File: config.mk
export PLATFORM = sky130hd
export DESIGN_NAME = uart_rx_param_flat
export DESIGN_NICKNAME = d
export VERILOG_FILES = /design/src/rtl/uart_rx_param_if.sv /design/src/rtl/uart_rx_param.sv /design/src/flat_wrapper.sv
export SDC_FILE = /design/constraint.sdc
export NUM_CORES = 1
export LEC_CHECK = 0
export ABC_AREA = 1
export BUFFER_PORTS_ARGS = -buffer_cell sky130_fd_sc_hd__buf_2
export CAP_MARGIN = 10
export CORE_MARGIN = 1.5
export CORE_UTILIZATION = 60
export DETAILED_ROUTE_END_ITERATION = 7
export MAX_ROUTING_LAYER = met4
export PLACE_DENSITY = 0.85
export SLEW_MARGIN = 5
export SYNTH_ARGS = -nofsm -noshare
export SYNTH_HDL_FRONTEND = slang
export SYNTH_SLANG_ARGS = --single-unit
File: constraint.sdc
create_clock -name clk_board -period 1.8 [get_ports clk_board]
set_input_delay 0.27 -clock clk_board [delete_from_list [all_inputs] [get_ports clk_board]]
set_output_delay 0.27 -clock clk_board [all_outputs]
set_load 0.05 [all_outputs]
File: src/rtl/uart_rx_param_if.sv
// rtl/uart_rx_param_if.sv - receiver output handshake bundle (payload, flags, valid/ready)
interface uart_rx_param_if #(
  parameter int data_bits = 8
);

  logic [data_bits-1:0] data;
  logic                 valid;
  logic                 ready;
  logic                 frame_error;
  logic                 parity_error;
  logic                 overrun;

  // receiver side: produces the frame register, consumes ready
  modport master (
    output data,
    output valid,
    output frame_error,
    output parity_error,
    output overrun,
    input  ready
  );

  // consumer side: reads the frame register, drives ready
  modport slave (
    input  data,
    input  valid,
    input  frame_error,
    input  parity_error,
    input  overrun,
    output ready
  );

endinterface

File: src/rtl/uart_rx_param.sv
// rtl/uart_rx_param.sv - parametrised UART receiver with valid/ready output; optional macro UART_MAJORITY_EN
module uart_rx_param #(
  parameter int board_freq  = 50000000,
  parameter int baud_rate   = 9600,
  parameter int data_bits   = 8,
  parameter int parity_mode = 0,
  parameter int stop_bits   = 1,
  parameter int msb_first   = 1
) (
  input  logic             clk_board,
  input  logic             reset,
  input  logic             enable,
  input  logic             rx,
  output logic             busy,
  uart_rx_param_if.master  bus
);

  localparam int CPB = board_freq / baud_rate;
  localparam int CW  = $clog2(CPB);

  localparam logic [CW-1:0] FULL_LOAD = CW'(CPB - 1);
  localparam logic [CW-1:0] HALF_LOAD = CW'(CPB / 2 - 1);
  localparam logic [3:0]    LAST_BIT  = 4'(data_bits - 1);
  localparam logic          LAST_STOP = 1'(stop_bits - 1);
  localparam logic          ODD_PAR   = (parity_mode == 2);

  localparam logic [2:0] S_IDLE   = 3'd0;
  localparam logic [2:0] S_START  = 3'd1;
  localparam logic [2:0] S_DATA   = 3'd2;
  localparam logic [2:0] S_PARITY = 3'd3;
  localparam logic [2:0] S_STOP   = 3'd4;
  localparam logic [2:0] S_BRK    = 3'd5;

  logic                 rx_m;
  logic                 rx_s;
  logic                 rx_s_d;
  logic                 rx_fall;

  logic [2:0]           state;
  logic [CW-1:0]        cnt;
  logic [3:0]           bit_cnt;
  logic                 stop_idx;
  logic [data_bits-1:0] shreg;
  logic [data_bits-1:0] shifted;
  logic                 par_err;
  logic                 fr_err;
  logic                 done;
  logic                 last_stop;

  logic                 counting;
  logic                 samp_ev;
  logic                 samp_bit;

  // two-flop synchroniser on the asynchronous line plus a delayed copy for edge detection
  always_ff @(posedge clk_board) begin
    if (reset) begin
      rx_m   <= 1'b1;
      rx_s   <= 1'b1;
      rx_s_d <= 1'b1;
    end else begin
      rx_m   <= rx;
      rx_s   <= rx_m;
      rx_s_d <= rx_s;
    end
  end

  assign rx_fall  = rx_s_d & ~rx_s;
  assign counting = (state == S_START) || (state == S_DATA) ||
                    (state == S_PARITY) || (state == S_STOP);
  assign busy     = (state != S_IDLE);

`ifdef UART_MAJORITY_EN
  logic maj_a;
  logic maj_b;
  logic maj_pend;

  // collect the votes at counter 1 and 0; the third vote is the live rx_s one cycle after expiry
  always_ff @(posedge clk_board) begin
    if (reset || !enable || !counting || done) begin
      maj_a    <= 1'b1;
      maj_b    <= 1'b1;
      maj_pend <= 1'b0;
    end else begin
      maj_pend <= (cnt == '0);
      if (cnt == CW'(1)) maj_a <= rx_s;
      if (cnt == '0)     maj_b <= rx_s;
    end
  end

  assign samp_ev  = maj_pend;
  assign samp_bit = (maj_a & maj_b) | (maj_a & rx_s) | (maj_b & rx_s);
`else
  assign samp_ev  = counting && !done && (cnt == '0);
  assign samp_bit = rx_s;
`endif

  // place the newly sampled bit according to line bit order
  always_comb begin
    shifted = shreg;
    if (msb_first != 0) begin
      shifted = {shreg[data_bits-2:0], samp_bit};
    end else begin
      shifted = {samp_bit, shreg[data_bits-1:1]};
    end
  end

  // frame FSM: baud counting, bit assembly, parity/stop evaluation and completion
  always_ff @(posedge clk_board) begin
    if (reset) begin
      state     <= S_IDLE;
      cnt       <= '0;
      bit_cnt   <= '0;
      stop_idx  <= 1'b0;
      shreg     <= '0;
      par_err   <= 1'b0;
      fr_err    <= 1'b0;
      done      <= 1'b0;
      last_stop <= 1'b1;
    end else if (!enable) begin
      state    <= S_IDLE;
      cnt      <= '0;
      bit_cnt  <= '0;
      stop_idx <= 1'b0;
      done     <= 1'b0;
    end else begin
      done <= 1'b0;
      if (counting) begin
        cnt <= (cnt == '0) ? FULL_LOAD : cnt - CW'(1);
      end
      case (state)
        S_IDLE: begin
          if (rx_fall) begin
            state    <= S_START;
            cnt      <= HALF_LOAD;
            bit_cnt  <= '0;
            stop_idx <= 1'b0;
            par_err  <= 1'b0;
            fr_err   <= 1'b0;
          end
        end
        S_START: begin
          if (samp_ev) begin
            state <= samp_bit ? S_IDLE : S_DATA;
          end
        end
        S_DATA: begin
          if (samp_ev) begin
            shreg <= shifted;
            if (bit_cnt == LAST_BIT) begin
              bit_cnt <= '0;
              state   <= (parity_mode != 0) ? S_PARITY : S_STOP;
            end else begin
              bit_cnt <= bit_cnt + 4'd1;
            end
          end
        end
        S_PARITY: begin
          if (samp_ev) begin
            par_err <= ((^shreg) ^ samp_bit) != ODD_PAR;
            state   <= S_STOP;
          end
        end
        S_STOP: begin
          if (done) begin
            state <= last_stop ? S_IDLE : S_BRK;
          end else if (samp_ev) begin
            if (!samp_bit) fr_err <= 1'b1;
            if (stop_idx == LAST_STOP) begin
              done      <= 1'b1;
              last_stop <= samp_bit;
            end else begin
              stop_idx <= stop_idx + 1'b1;
            end
          end
        end
        S_BRK: begin
          if (rx_s) state <= S_IDLE;
        end
        default: state <= S_IDLE;
      endcase
    end
  end

  // output register and handshake: load on completion if free or being drained, else flag overrun
  always_ff @(posedge clk_board) begin
    if (reset) begin
      bus.data         <= '0;
      bus.valid        <= 1'b0;
      bus.frame_error  <= 1'b0;
      bus.parity_error <= 1'b0;
      bus.overrun      <= 1'b0;
    end else begin
      if (done && (!bus.valid || bus.ready)) begin
        bus.data         <= shreg;
        bus.frame_error  <= fr_err;
        bus.parity_error <= par_err;
        bus.valid        <= 1'b1;
      end else begin
        if (bus.valid && bus.ready) bus.valid <= 1'b0;
        if (done) bus.overrun <= 1'b1;
      end
      if (bus.valid && bus.ready) bus.overrun <= 1'b0;
    end
  end

endmodule
File: src/flat_wrapper.sv
// flat-port wrapper written by rule: the top's interface ports become plain ports
module uart_rx_param_flat 
#(
  parameter int board_freq  = 50000000,
  parameter int baud_rate   = 9600,
  parameter int data_bits   = 8,
  parameter int parity_mode = 0,
  parameter int stop_bits   = 1,
  parameter int msb_first   = 1
)
  (clk_board, reset, enable, rx, busy, bus_data, bus_valid, bus_frame_error, bus_parity_error, bus_overrun, bus_ready);
  uart_rx_param_if #(.data_bits(data_bits)) bus_i ();
  input  logic clk_board;
  input  logic reset;
  input  logic enable;
  input  logic rx;
  output logic busy;
  output wire logic [$bits(bus_i.data)-1:0] bus_data;
  output wire logic [$bits(bus_i.valid)-1:0] bus_valid;
  output wire logic [$bits(bus_i.frame_error)-1:0] bus_frame_error;
  output wire logic [$bits(bus_i.parity_error)-1:0] bus_parity_error;
  output wire logic [$bits(bus_i.overrun)-1:0] bus_overrun;
  input wire logic [$bits(bus_i.ready)-1:0] bus_ready;
  assign bus_data = bus_i.data;
  assign bus_valid = bus_i.valid;
  assign bus_frame_error = bus_i.frame_error;
  assign bus_parity_error = bus_i.parity_error;
  assign bus_overrun = bus_i.overrun;
  assign bus_i.ready = bus_ready;
  uart_rx_param #(.board_freq(board_freq), .baud_rate(baud_rate), .data_bits(data_bits), .parity_mode(parity_mode), .stop_bits(stop_bits), .msb_first(msb_first)) u_core (.clk_board(clk_board), .reset(reset), .enable(enable), .rx(rx), .busy(busy), .bus(bus_i));
endmodule
* Word level (Yosys, flattened, before mapping) *
Cells that the tools add are included.

word-level totals
  bits in registers = 48
  input port bits = 5
  output and inout bits = 13
  logic and storage cells = 106

cells by class
  $add $sub $neg = 3
  equal/unequal tests = 16
  muxes and demuxes = 32
  bitwise gates (word level) = 9
  reduce and logical (&&, ||, !) cells = 29

operator list
  operator                                                                number
  13-bit two-way mux                                                      4
  3-bit two-way mux                                                       8
  3-bit case mux with 6 select lines                                      1
  2-bit by 1-bit != test with 1-bit output (second input constant)        7
  13-bit logical NOT                                                      1
  13-bit by 1-bit subtractor with 13-bit output (second input constant)   1
  4-bit two-way mux                                                       3
  1-bit two-way mux                                                       11
  4-bit case mux with 2 select lines                                      1
  4-bit AND reduction                                                     2
  2-bit nonzero test                                                      4
  8-bit parity                                                            1
  1-bit inverter                                                          7
  7-bit AND reduction                                                     1
  3-bit by 2-bit equality test with 1-bit output (second input constant)  2
  3-bit equality test (second input constant)                             2
  2-bit != test (second input constant)                                   3
  1-bit case mux with 2 select lines                                      3
  3-bit AND reduction                                                     2
  6-bit AND reduction                                                     1
  5-bit AND reduction                                                     1
  5-bit OR reduction                                                      1
  4-bit by 1-bit adder with 4-bit output (second input constant)          1
  4-bit by 3-bit equality test with 1-bit output (second input constant)  1
  12 further kinds                                                        20

* Logic depth before layout (Yosys ltp) *
  depth after elaboration = 9
  mapped depth = 12
  mapped depth without buffers = 12

* Worst setup path after synthesis *
No wires, ideal clock.

  kind = register -> register
  start point = reg u_core.state[0]
  end point = reg u_core.bit_cnt[1]
  setup time = 113 ps
  arrival time = 1,488 ps
  data required time = 1,687 ps
  path slack = 199 ps
  cell stages (with the launch flop) = 9
  buffers on the path = 0
  clock period less this slack = 1,601 ps
  cell sequence = dfxtp_1 nor2_4 nand2_1 nor2_2 inv_1 nand2_2 nand2_1 nand2_1 nor2_1

between the ends
  longest elaborated chain between the ends = 8
  elaborated cells between the ends (all ways) = 15
  classes of those cells = eq/ne (6); mux (1); reduce/logical (8)

ends and longest elaborated chain
  what                                                                                                                     line                                       text
  from (decl)                                                                                                              uart_rx_param.sv:39                        logic [2:0] state;
  from (signal assigned)                                                                                                   uart_rx_param.sv:143                       state <= samp_bit ? S_IDLE : S_DATA;
  from (signal assigned)                                                                                                   uart_rx_param.sv:151                       state <= (parity_mode != 0) ? S_PARITY : S_STOP;
  from (signal assigned)                                                                                                   uart_rx_param.sv:165                       state <= last_stop ? S_IDLE : S_BRK;
  3-bit by 1-bit equality test with 1-bit output / 3-bit by 2-bit equality test with 1-bit output (equally long branches)  uart_rx_param.sv:68, uart_rx_param.sv:130
  1-bit logical OR (2 in a row)                                                                                            uart_rx_param.sv:68                        assign counting = (state == S_START) || (state == S_DATA) ||
  1-bit logical OR                                                                                                         uart_rx_param.sv:69                        (state == S_PARITY) || (state == S_STOP);
  1-bit logical AND (2 in a row)                                                                                           uart_rx_param.sv:93                        assign samp_ev = counting && !done && (cnt == '0);
  2-bit by 1-bit != test with 1-bit output (no line)                                                                       -
  3-bit AND reduction (no line)                                                                                            -
  to (signal assigned)                                                                                                     uart_rx_param.sv:153                       bit_cnt <= bit_cnt + 4'd1;
  to (decl)                                                                                                                uart_rx_param.sv:41                        logic [3:0] bit_cnt;

Several ways; a longest one is shown, not always the timed one.
A chain may end at the register's enable or synchronous reset.

* Final worst setup path *
  start point = reg u_core.cnt[0]
  end point = reg u_core.par_err

between the ends
  longest elaborated chain between the ends = 4

ends and longest elaborated chain
  what                                                line                  text
  from (decl)                                         uart_rx_param.sv:40   logic [CW-1:0] cnt;
  from (signal assigned)                              uart_rx_param.sv:128  cnt <= (cnt == '0) ? FULL_LOAD : cnt - CW'(1);
  13-bit logical NOT                                  uart_rx_param.sv:93
  1-bit logical AND                                   uart_rx_param.sv:93
  2-bit by 1-bit != test with 1-bit output (no line)  -
  4-bit AND reduction (no line)                       -
  to (signal assigned)                                uart_rx_param.sv:115  par_err <= 1'b0;
  to (signal assigned)                                uart_rx_param.sv:137  par_err <= 1'b0;
  to (signal assigned)                                uart_rx_param.sv:159  par_err <= ((^shreg) ^ samp_bit) != ODD_PAR;
  to (decl)                                           uart_rx_param.sv:45   logic par_err;

No other way between the ends.

==> metrics list <==
* Vias in the first global route: 1902
- Row count: 23
* Worst-case hold path end point: u_core.rx_m$_SDFF_PP1_
- STA classifies the critical path startpoint as a flip-flop.
* Largest area contributor in the synthesized netlist: dfxtp_1
- Detailed placement finished with a half-perimeter wire length of 3880 µm.
- Antenna violations before repair: 0
* Post-synth ARST share: 0%
* Final routed wirelength across all metal layers: 5260 µm
* Cell count of the worst hold path: 2
- Setup repair after global routing left no endpoint under its margin.
- During placement, the flow inserted port buffers numbering 17.
- Capturing element type of the critical path: flip-flop
- At the pin with the least slew margin, the transition time is 0.460 ns.
* Finish-stage setup viols: 0
* Total Die Area: 4560 µm²
- In the synthesized netlist the dominant register cell turns out to be dfxtp_1.
- Total of warnings raised by yosys: 0
- Mapped Nets: 375
- Once the clock tree was built, the resizer swapped 0 gates to a different size.
- Using the TritonRoute via totals, the vias-per-cell ratio works out to 5.30.
- # DRC: 0
- In this run, synthesis produced a sequential element count of 47.
* Synth Instances: 367
* Wire length per cell after detailed routing: 12.0 µm
- Wire length of the first global-routing pass: 8620 µm
- Outcome: finished, final reports clean
- Kind of critical path: reg -> reg
- Sequential cells were found to cover 37.7% of the synthesized design area.
* Weighted congestion reported at the end of routability-driven placement: 0.920
* CTS Sinks: 47
- Path class of the lowest-slack min-delay path: in -> reg
- Instance count after placement with tap cells included: 431
- Worst Min Path Start: rx
- The number of hold-slack violations in the final timing report came to 0.
- Most used routing layer in global routing: met2
- Data on the critical path arrives at its endpoint at 1.85 ns.
* GRT Residual Overflow: 0
* Maximum number of pins on one net before global-route repair: 21
- The number of different library cells used by synthesis comes to 36.
* # hold bufs at CTS: 0
- Latest clock arrival within the worst-skew pair: 0.30 ns
- The count of nets left with antenna violations once routing finished came out at 0.
- Top-area cell type share of the netlist area: 37.7%
- Critical R2R Capture: u_core.par_err$_SDFFE_PP0P_
- CTS tree: built
* Avg Synthesized Cell Area: 6.81 µm²
- The library cell used most frequently in the layout, excluding fill and tap cells, is nand2_1.
* Tot Pwr: 0.00234 W
- Worst setup path startpoint: u_core.cnt[0]$_SDFF_PP0_
- The clock tree synthesis step divided the H-tree into 2 levels.
- Number of cells in the finished layout apart from fillers: 438
- In the global route stage, met2 resource usage came out at 37.1%.
- Max clock buf depth: 2
* Worst setup slack for register-to-register paths: 0.19 ns
- IR drop worst, VDD: 0.000567 V
- The synthesized design contains 0 enable-type register cells.
* Cell area power density: 852 nW/µm²
- The floorplan step set the die width to 67.5 µm.
- Cells with a size suffix above 1 make up 15.2% of the layout.
- Growth of design area from synthesis to finish: 10.1%
- Worst R2R Start: u_core.cnt[0]$_SDFF_PP0_
* Root buffer cell: clkbuf_8
- Area of the mapped netlist: 2500 µm²
* Achievable Freq: 621 MHz
- Die height: 67.5 µm
- For this run, global-route usage on met1 was measured as 35.5%.
* Post-layout net count: 396
- Layout filler cell count: 350
- Total global routing track utilization: 25.6%
- The library cells used most frequently in the layout, excluding fill and tap cells, are nand2_1, inv_1, dfxtp_1.
- Post-layout min period: 1.61 ns
- The final critical path takes up 89.4% of the cycle.
- Along the worst path, the maximum fanout reaches 5.
- Clock buffer count from CTS: 5
- The repair_antennas step left the layout with diodes totalling 0.
- Leading post-synthesis cells by cell area: dfxtp_1, nand2_1, inv_1
- DRC marker count from the first detailed-route iteration: 174
- Setup total negative slack on the finished layout was measured at 0 ns.
* Final clock skew: 0.0100 ns
- Detailed-route via count: 2323
- Placeable core region: 4000 µm²
* Setup bufs post-CTS: 0
- The number of cells on the worst reg-to-reg path is 10.
* Data required time at the worst endpoint: 2.04 ns
- Effective utilization at floorplan: 62.5%
* Pins Over Slew Limit: 0
- Initial DRT Pass Iterations: 5
- Post-CTS clock slew at the launch and capture registers of the worst setup and hold paths: 0.09 ns
- The worst pin sits at a relative slew slack of 69.3%.
- Max-cap violations in this run came to 0.
- Pleak: 1.31 nW
- IO Count: 18
* Met3 usage in global routing: 6.00%
-- per-layer routing --
layer  up-vias  part of all wire (%)  routed length, µm
li1       1213                     -                  -
met1      1039                    49               2580
met2        63                    44               2300
met3         8                   5.9                310
met4         0                   1.2                 61
met5         -                     0                  0
-- final cells by class --
| type | instances | area (µm²) | area share, % |
|---|---|---|---|
| Clock inverter | 2 | 37.5 | 1.36 |
| Timing Repair Buffer | 20 | 108 | 3.91 |
| Clock buffer | 5 | 68.8 | 2.50 |
| Sequential cell | 47 | 941 | 34.2 |
| Inverter | 54 | 203 | 7.37 |
| Tap cell | 50 | 62.6 | 2.27 |
| Multi-Input combinational cell | 260 | 1330 | 48.4 |
-- how the worst max path moves through the flow --
stage,depth (start not counted),end
6_report,10,u_core.par_err$_SDFFE_PP0P_
5_1_grt,11,u_core.par_err$_SDFFE_PP0P_
3_5_place_dp,9,u_core.cnt[4]$_SDFF_PP0_
2_1_floorplan,8,u_core.bit_cnt[1]$_SDFFE_PP0P_
3_3_place_gp,9,u_core.cnt[4]$_SDFF_PP0_
4_1_cts,9,u_core.cnt[4]$_SDFF_PP0_
-- worst max-delay path: stages (launching register included) --
cell and delay [ns]:
dfxtp_1 0.34, inv_1 0.14, ha_1 0.23, nand3_1 0.09, nor2_1 0.10, nand3_1 0.13, nor2_2 0.18, nand3_1 0.12
nand3_1 0.08, nand2_1 0.05, nor2_1 0.11
-- cells in the mapped netlist (2+ instances only) --
| cell | count |
|---|---|
| nand2_1 | 96 |
| inv_1 | 51 |
| dfxtp_1 | 47 |
| nand3_1 | 32 |
| a21oi_1 | 30 |
| nor2_1 | 27 |
| o21ai_0 | 18 |
| nor2_4 | 7 |
| nor2_2 | 6 |
| nand2_2 | 5 |
| nor3_1 | 5 |
| clkbuf_1 | 4 |
| nand4_1 | 4 |
| a31oi_1 | 3 |
| ha_1 | 3 |
| inv_2 | 3 |
| o21ai_1 | 3 |
| nand2_4 | 2 |
| or2_2 | 2 |
| xnor2_1 | 2 |
| xor2_1 | 2 |
-- power by group --
part	leakage, nW	switching [W]	internal (W)
Sequential	0.380	0.0000267	0.00107
Combinational	0.875	0.000329	0.000164
Clock	0.0502	0.000351	0.000406
Total	1.31	0.000707	0.00164
-- state kept, by name, summed over array words and instances (netlist names) --
name / count
u_core.last_stop: 1
u_core.rx_s_d: 1
u_core.bus.overrun: 1
u_core.cnt: 13
u_core.rx_m: 1
u_core.bus.parity_error: 1
u_core.shreg: 8
u_core.done: 1
u_core.par_err: 1
u_core.bus.frame_error: 1
u_core.bit_cnt: 4
u_core.bus.data: 8
u_core.state: 3
u_core.fr_err: 1
u_core.bus.valid: 1
u_core.rx_s: 1
-- cells by family (layout without fill, tap and decap cells) --
group	Yosys count	after routing	synth area share, %
simple gates	194	194	37.7
compound gates	59	59	12.5
buf+inv	60	81	9.21
flops	47	47	37.7
xor+xnor	4	4	1.40
fa+ha+maj	3	3	1.50
-- through the flow --
step / util, % / cell area (µm²) / setup WS [ns] / hold WS [ns]
2_1_floorplan: - / 2500 / 0.199 / 0.370
3_3_place_gp: 66.0 / 2640 / 0.224 / 0.392
3_5_place_dp: 66.0 / 2640 / 0.130 / 0.398
4_1_cts: 68.7 / 2750 / 0.129 / 0.142
5_1_grt: 68.8 / 2750 / 0.0138 / 0.137
6_report: 68.8 / 2750 / 0.191 / 0.144
No activity file was read; power rests on OpenSTA's default activity.
